## config.mk

```make
export PLATFORM = sky130hd
export DESIGN_NAME = flag_write_controller
export DESIGN_NICKNAME = d
export VERILOG_FILES = /design/src/rtl/flag_write_controller.sv
export SDC_FILE = /design/constraint.sdc
export NUM_CORES = 1
export LEC_CHECK = 0
export BUFFER_PORTS_ARGS = -buffer_cell sky130_fd_sc_hd__clkbuf_2
export CAP_MARGIN = 20
export CORE_AREA = 5 5 42 44
export CTS_CLUSTER_DIAMETER = 120
export DETAILED_ROUTE_END_ITERATION = 7
export DIE_AREA = 0 0 47 49
export HOLD_SLACK_MARGIN = 0.03
export SLEW_MARGIN = 30
export SYNTH_ARGS = -nofsm -noshare
export SYNTH_HDL_FRONTEND = slang
export SYNTH_SLANG_ARGS = --single-unit
```

## constraint.sdc

```tcl
create_clock -name CLK -period 2.3 [get_ports CLK]
set_clock_uncertainty 0.05 [all_clocks]
set_input_delay 0.345 -clock CLK [delete_from_list [all_inputs] [get_ports CLK]]
set_output_delay 0.345 -clock CLK [all_outputs]
set_load 0.005 [all_outputs]
```

## src/rtl/flag_write_controller.sv

```systemverilog
// Flag write sequencer: accepts an ALU op carrying a flag-update class,
// waits out the ALU latency, then pulses W_RF for one cycle so that
// register_flags captures the new flags. Condition evaluation is only
// accepted in IDLE, so a branch never sees stale flags from an in-flight op.
//
// Handshake: a transfer happens on a rising CLK edge where valid and ready
// are both 1. op_ready depends only on state. cond_ready also depends on
// op_valid, so an op wins over a condition offered in the same cycle.
module flag_write_controller #(
   parameter int ALU_LAT = 1
) (
   input  logic       CLK,
   input  logic       RST,
   input  logic       op_valid,
   input  logic [2:0] op_class,
   output logic       op_ready,
   input  logic       cond_valid,
   input  logic [3:0] cond_code,
   output logic       cond_ready,
   input  logic       flag_O,
   input  logic       flag_S,
   input  logic       flag_C,
   input  logic       flag_Z,
   output logic [2:0] W_RF,
   output logic       cond_done,
   output logic       cond_taken,
   output logic       busy,
   output logic [1:0] o_dbg_state
);

   typedef enum logic [1:0] {
      S_IDLE  = 2'd0,
      S_WAIT  = 2'd1,
      S_WRITE = 2'd2
   } state_t;

   // Counter start value: WAIT lasts ALU_LAT-1 cycles before WRITE.
   localparam logic [2:0] LAT_M1 = 3'(ALU_LAT - 1);

   state_t     r_state;
   logic [2:0] r_cnt;
   logic [2:0] r_class;
   logic [2:0] r_w_rf;
   logic       r_cond_done;
   logic       r_cond_taken;

   logic       w_idle;
   logic       w_op_acc;
   logic       w_class_ok;
   logic       w_cond_acc;
   logic       w_taken;
   logic       w_slt;

   assign w_idle     = (r_state == S_IDLE);
   assign w_op_acc   = w_idle & op_valid;
   // Only 001..100 request a write; 000 and 101..111 are accepted and dropped.
   assign w_class_ok = (op_class != 3'd0) && (op_class <= 3'd4);
   assign w_cond_acc = w_idle & cond_valid & ~op_valid;
   assign w_slt      = flag_S ^ flag_O;

   assign op_ready    = w_idle;
   assign cond_ready  = w_idle & ~op_valid;
   assign busy        = ~w_idle;
   assign W_RF        = r_w_rf;
   assign cond_done   = r_cond_done;
   assign cond_taken  = r_cond_taken;
   assign o_dbg_state = r_state;

   // Condition decode from the flags as they stand in the accepting cycle.
   always_comb begin
      w_taken = 1'b0;
      case (cond_code)
         4'd0:    w_taken = 1'b1;
         4'd1:    w_taken = flag_Z;
         4'd2:    w_taken = ~flag_Z;
         4'd3:    w_taken = flag_S;
         4'd4:    w_taken = ~flag_S;
         4'd5:    w_taken = flag_C;
         4'd6:    w_taken = ~flag_C;
         4'd7:    w_taken = flag_O;
         4'd8:    w_taken = ~flag_O;
         4'd9:    w_taken = w_slt;
         4'd10:   w_taken = ~w_slt;
         4'd11:   w_taken = w_slt | flag_Z;
         4'd12:   w_taken = ~(w_slt | flag_Z);
         default: w_taken = 1'b0;
      endcase
   end

   // Sequencer FSM with registered W_RF pulse and condition result.
   always_ff @(posedge CLK) begin
      if (RST) begin
         r_state      <= S_IDLE;
         r_cnt        <= 3'd0;
         r_class      <= 3'd0;
         r_w_rf       <= 3'd0;
         r_cond_done  <= 1'b0;
         r_cond_taken <= 1'b0;
      end else begin
         r_cond_done <= w_cond_acc;
         if (w_cond_acc) begin
            r_cond_taken <= w_taken;
         end
         // W_RF is nonzero only in the cycle immediately after this default.
         r_w_rf <= 3'd0;
         case (r_state)
            S_IDLE: begin
               if (w_op_acc && w_class_ok) begin
                  r_class <= op_class;
                  if (ALU_LAT == 1) begin
                     r_state <= S_WRITE;
                     r_w_rf  <= op_class;
                  end else begin
                     r_cnt   <= LAT_M1;
                     r_state <= S_WAIT;
                  end
               end
            end
            S_WAIT: begin
               r_cnt <= r_cnt - 3'd1;
               if (r_cnt == 3'd1) begin
                  r_state <= S_WRITE;
                  r_w_rf  <= r_class;
               end
            end
            S_WRITE: begin
               r_state <= S_IDLE;
            end
            default: begin
               r_state <= S_IDLE;
            end
         endcase
      end
   end

endmodule
```

==> flow_metrics.py, run 1 <==
metrics = {
    "run_status": {
        "outcome": "completed",
    },
    "power_and_ir_drop": {
        "p_seq_frac": 0.428,
        "power_density_mw_per_mm2": 488,
        "p_sw_frac": 0.245,
        "vdd_drop_max_uv": 135,
        "pwr-share-comb": 0.217,
        "leakagePower_nw": 0.256,
        "cell_internal_pwr_uw": 196,
        "power_switching_uw": 63.5,
        "clockPowerShare": 0.355,
    },
    "sta": {
        "hold_viol": 0,
        "timing.fmax_ghz": 0.723,
        "rsz0062_at_grt": "false",
        "final_max_slew_viol_count": 0,
        "tns_ns": 0,
        "final.min_clock_period_ns": 1.38,
        "setup_viol": 0,
        "min_period_over_period": 0.601,
    },
    "critical_path": {
        "critPathMaxFanout": 6,
        "cp_slowest_stage_delay_ns": 0.41,
        "end_kind": "register",
        "required_ns": 2.38,
        "crit_chain": "or3b_1 -> nand3b_1 -> nand3_1 -> o31a_1",
        "critPathSlowestCell": "or3b_1",
        "cp.arrival_ns": 1.46,
        "crit_path_start_kind": "register",
        "crit_type": "register to register",
    },
    "finish": {
        "stdcell_area_um2": 532,
        "diodes": 0,
        "syn_to_final_growth_pct": 32.8,
        "fin_nets": 86,
        "fillCellCount": 152,
        "drive_gt1_frac": 0.406,
    },
    "floorplanning": {
        "start_util": 0.286,
        "die_x_um": 47,
        "dieHeight_um": 49,
        "core_mm2": 0.00140,
        "fp-row-count": 14,
        "dieArea_mm2": 0.00230,
        "pin_count": 25,
    },
    "cts": {
        "cts_setup_buffers": 0,
        "cts-root-buf": "clkbuf_4",
        "clkSinkCount": 6,
        "cts_resized": 0,
        "cts_tree": "built",
        "cts.path.max_buffers": 2,
        "clk_latency_ns": 0.24,
        "h-tree-depth": 1,
        "clk_pin_slew_ns": 0.04,
        "hold_buffers": 0,
        "cts_buffers": 3,
    },
    "global_route": {
        "grt-ovfl-total": 0,
        "grt_max_degree": 11,
        "grtUsageTotal": 0.0832,
        "grt_pass1_vias": 354,
        "grt_pass1_wl_um": 1420,
        "antenna_found_initial": 0,
    },
    "hold_path": {
        "min_path_type": "primary input to register",
    },
    "drt": {
        "drc": 0,
        "wire_per_inst_um": 11.0,
        "first_pass_iters": 1,
        "vias": 410,
        "drt_iter0_drc": 0,
        "wl_um": 933,
        "vias_per_cell": 4.82,
        "ant_nets": 0,
    },
    "synth": {
        "ys_types": 25,
        "avgSynthCellArea_um2": 8.70,
        "ys_seq_elements": 6,
        "ys_seq_area_frac": 0.300,
        "netlist_area_um2": 400,
        "syn_nets": 61,
        "synthArstFlopShare": 0,
        "synth-edff-count": 0,
        "syn_inst": 46,
        "ys.flop_type": "dfxtp_1",
        "yosysWarnings": 0,
    },
    "job": {
        "drv_cap": 0,
    },
    "place": {
        "post-dp-hpwl_um": 798,
        "postPlaceCellArea_um2": 509,
        "place.gp.congestion": 0.803,
        "placement.io_buffers": 23,
    },
}
-- synth_stat cells (2+ instances only) --
cell type / n / area, µm²
dfxtp_1: 6 / 120
nor2b_1: 3 / 18.8
nor2_1: 6 / 22.5
buf_4: 2 / 15.0
xor2_1: 2 / 17.5
o21ai_0: 3 / 15.0
nand3b_1: 2 / 15.0
and2_1: 3 / 18.8
a21oi_1: 2 / 10.0
and4b_1: 2 / 20.0
-- routing by layer --
layer  share of wire  routed length (µm)  up-vias  global-route usage
met5               0                   0        -                   0
met4               0                   0        0              0.0415
met3            0.15                 141        0              0.0221
met2            0.44                 406       22               0.120
met1            0.41                 385      175               0.110
li1                -                   -      213                   -
-- flip-flops by register name (all words and copies together) (netlist names) --
signal,cells
W_RF,3
cond_done,1
cond_taken,1
o_dbg_state,1
-- worst max-delay path, delay by kind of cell, from the launching register on --
| kind | cells | cell delay, ns |
|---|---|---|
| AOI/OAI and AO/OA | 1 | 0.29 |
| DFF | 1 | 0.35 |
| and+or+nand+nor | 3 | 0.59 |
-- final cells by class --
| type | count | area (µm²) | share of cell area |
|---|---|---|---|
| multi-input cells | 36 | 250 | 0.471 |
| inverters | 1 | 3.75 | 0.00706 |
| well taps | 16 | 20.0 | 0.0376 |
| clock buffers | 3 | 22.5 | 0.0424 |
| repair buffers | 23 | 115 | 0.216 |
| flip-flops and latches | 6 | 120 | 0.226 |
-- path summary, 6_finish.rpt --
path	endpoint	from	slack [ns]	cells after the start
min	cond_done	RST	0.27	2
max reg2reg	cond_taken	o_dbg_state[1]	0.92	4
min reg2reg	o_dbg_state[1]	o_dbg_state[1]	0.51	1
max	cond_taken	o_dbg_state[1]	0.92	4
-- placed cells by master, fill, tap and decap left out --
cell and instances:
o211ai_1 1, a311oi_1 1, clkbuf_4 3, xor2_1 2
nand3_1 1, mux2i_1 1, and4b_1 2, conb_1 1
o31a_1 1, and2_1 3, or3b_1 1, nor2b_1 3
mux2_1 1, nor2_1 6, nand3b_1 2, nor3b_1 1
dfxtp_1 6, nor4b_2 1, a21oi_1 2, clkbuf_2 23
o21ai_0 3, nand4b_1 1, a21bo_2 1, inv_1 1
a211oi_1 1
-- power groups by stage --
stage / clock network [mW] / logic (mW) / registers, mW
floorplan: 0 / 0.0306 / 0.113
global placement: 0 / 0.0562 / 0.113
detailed placement: 0 / 0.0569 / 0.113
CTS: 0.100 / 0.0570 / 0.111
global route: 0.104 / 0.0642 / 0.111
finish: 0.0921 / 0.0562 / 0.111
-- kinds of logic after synthesis --
group / after synthesis / synth area share
and+or+nand+nor: 21 / 0.350
buffers and inverters: 4 / 0.0750
xor gates and xnor gates: 2 / 0.0438
DFF: 6 / 0.300
muxes: 2 / 0.0531
other: 1 / 0.00937
AOI/OAI and AO/OA: 10 / 0.169
-- stage by stage --
step	std cells	util	power, mW	hold WS (ns)	worst slack (ns)
2_1_floorplan	46	-	0.144	0.379	0.960
3_3_place_gp	82	0.363	0.169	0.495	0.847
3_5_place_dp	82	0.363	0.170	0.505	0.846
4_1_cts	85	0.379	0.268	0.258	0.905
5_1_grt	85	0.379	0.280	0.285	0.812
6_report	85	0.379	0.259	0.273	0.917
Note: power is estimated with default switching activity, not from simulation.
==> run 2, diff against run 1 <==
ABC_AREA = 1   (was default)
clock period = 1.25 ns   (was 2.3 ns; I/O delays follow)
==> run 2 against run 1 <==
  * Die area stayed put
  * Hold slack got worse by 0.19 ns
  * Count of clock-buffer cells in the layout is the same
  * Design area rose by 7.8%
  * Critical path type is now register to output pin
  * Non-clock buffer count stayed put
  * Critical path depth shrank 2
  * Utilization grew 2.9 points
  * Critical endpoint is now cond_ready
==> flow_metrics.py, run 2 <==
metrics = {
    "power_and_ir_drop": {
        "leakagePower_nw": 0.379,
        "vdd_drop_max_uv": 217,
        "total_power_uw": 493,
        "power_density_mw_per_mm2": 860,
    },
    "place": {
        "post-dp-hpwl_um": 823,
        "place.gp.congestion": 0.830,
        "placement.io_buffers": 23,
        "placed_cells": 117,
        "dpl_worst_slack_ns": 0.137,
    },
    "job": {
        "drv_cap": 0,
    },
    "global_route": {
        "grt_pass1_vias": 399,
        "grtUsageTotal": 0.0837,
        "grt_pass1_wl_um": 1410,
        "antenna_found_initial": 0,
        "grt-ovfl-total": 0,
        "grt_max_degree": 8,
    },
    "synth": {
        "ys_seq_elements": 6,
        "synth.most_common_cell": "nand2_1",
        "synthArstFlopShare": 0,
        "ys_top_cells_by_count": "nand2_1 (30), inv_1 (17), nor2_1 (14)",
        "syn_nets": 95,
        "netlist.area_leader.share": 0.279,
        "netlist_area_um2": 430,
        "avgSynthCellArea_um2": 5.38,
        "synth.area.top_cells": "dfxtp_1 (28%), nand2_1 (26%), inv_1 (15%), nor2_1 (12%), nand3_1 (4.7%)",
        "ys.flop_type": "dfxtp_1",
        "synth_area_leader_cell": "dfxtp_1",
        "synth-edff-count": 0,
        "yosysWarnings": 0,
        "ys_seq_area_frac": 0.279,
        "syn_inst": 80,
        "ys_types": 11,
    },
    "sta": {
        "hold_viol": 0,
        "setup_slack_ns": 0.163,
        "min_period_over_period": 0.870,
        "final.min_clock_period_ns": 1.09,
        "tns_ns": 0,
        "setup_viol": 0,
        "rsz0062_at_grt": "false",
        "final_max_slew_viol_count": 0,
        "timing.fmax_ghz": 0.920,
    },
    "floorplanning": {
        "dieHeight_um": 49,
        "dieArea_mm2": 0.00230,
        "fp-row-count": 14,
        "die_x_um": 47,
        "core_mm2": 0.00140,
        "pin_count": 25,
        "start_util": 0.307,
    },
    "finish": {
        "final_common_cell": "nand2_1",
        "layout.cells.non_filler": 120,
        "syn_to_final_growth_pct": 33.1,
        "fin_nets": 121,
        "drive_gt1_frac": 0.269,
        "fillCellCount": 163,
        "largest_reg_flops": 3,
        "layout_common_cells": "nand2_1 (30), clkbuf_2 (23), inv_1 (17)",
        "diodes": 0,
        "fin_util": 0.409,
    },
    "cts": {
        "h-tree-depth": 1,
        "cts-root-buf": "clkbuf_4",
        "cts_tree": "built",
        "hold_buffers": 0,
        "cts.path.max_buffers": 2,
        "cts_setup_buffers": 0,
        "cts_buffers": 3,
        "clk_latency_ns": 0.24,
        "clkSinkCount": 6,
        "clk_pin_slew_ns": 0.04,
        "cts_resized": 0,
    },
    "drt": {
        "wl_um": 994,
        "vias_per_cell": 4.23,
        "first_pass_iters": 3,
        "vias": 507,
        "drc": 0,
        "wire_per_inst_um": 8.28,
        "ant_nets": 0,
        "drt_iter0_drc": 6,
    },
    "critical_path": {
        "crit_path_start_kind": "register",
        "crit_type": "register to output pin",
        "r2r-start": "o_dbg_state[1]",
        "critPathMaxFanout": 4,
        "required_ns": 1.01,
        "cp-startpoint": "o_dbg_state[1]",
        "cp.arrival_ns": 0.85,
        "end_kind": "output pin",
    },
    "run_status": {
        "outcome": "completed",
    },
    "hold_path": {
        "min_path_type": "primary input to register",
        "worstHoldStart": "RST",
    },
}
-- run 2: stage by stage --
stage          hold WS, ns  area [µm²]
2_1_floorplan        0.200         430
3_3_place_gp         0.335         551
3_5_place_dp         0.339         551
4_1_cts             0.0752         573
5_1_grt             0.0824         573
6_report            0.0869         573
-- run 2: layout make-up --
class,instances,area (µm²),share of cell area
Timing Repair Buffer,23,115,0.201
Multi-Input combinational cell,55,231,0.404
Sequential cell,6,120,0.210
Clock buffer,3,22.5,0.0393
Tap cell,16,20.0,0.0349
Inverter,17,63.8,0.111
-- run 2: layer usage --
layer,global-route usage,wire length [µm],share of wire
met5,0,0,0
met4,0.0829,23,0.023
met3,0.0111,120,0.12
met2,0.127,408,0.41
met1,0.0921,441,0.44
-- run 2: path summary, 6_finish.rpt --
check	endpoint	slack (ns)	cells after the start
hold reg to reg	cond_taken	0.42	2
hold / removal	cond_taken	0.09	2
setup / recovery	cond_ready	0.16	2
setup reg to reg	cond_taken	0.33	5
-- run 2: critical path, cell delays in order, from the launching register on --
cell	delay [ns]
dfxtp_1	0.32
nor2_1	0.15
clkbuf_2	0.14
-- run 2: where the power goes --
| part | internal, mW | switching, mW | total (mW) |
|---|---|---|---|
| clock | 0.108 | 0.0656 | 0.174 |
| combinational | 0.0486 | 0.0671 | 0.116 |
| sequential | 0.200 | 0.00328 | 0.203 |
| total | 0.357 | 0.136 | 0.493 |
-- run 2: cells by family after synthesis --
family	after synthesis	synth area share
simple gates	52	0.488
buf+inv	19	0.183
flops	6	0.279
compound gates	1	0.0204
xor+xnor	1	0.0204
other cells	1	0.00871
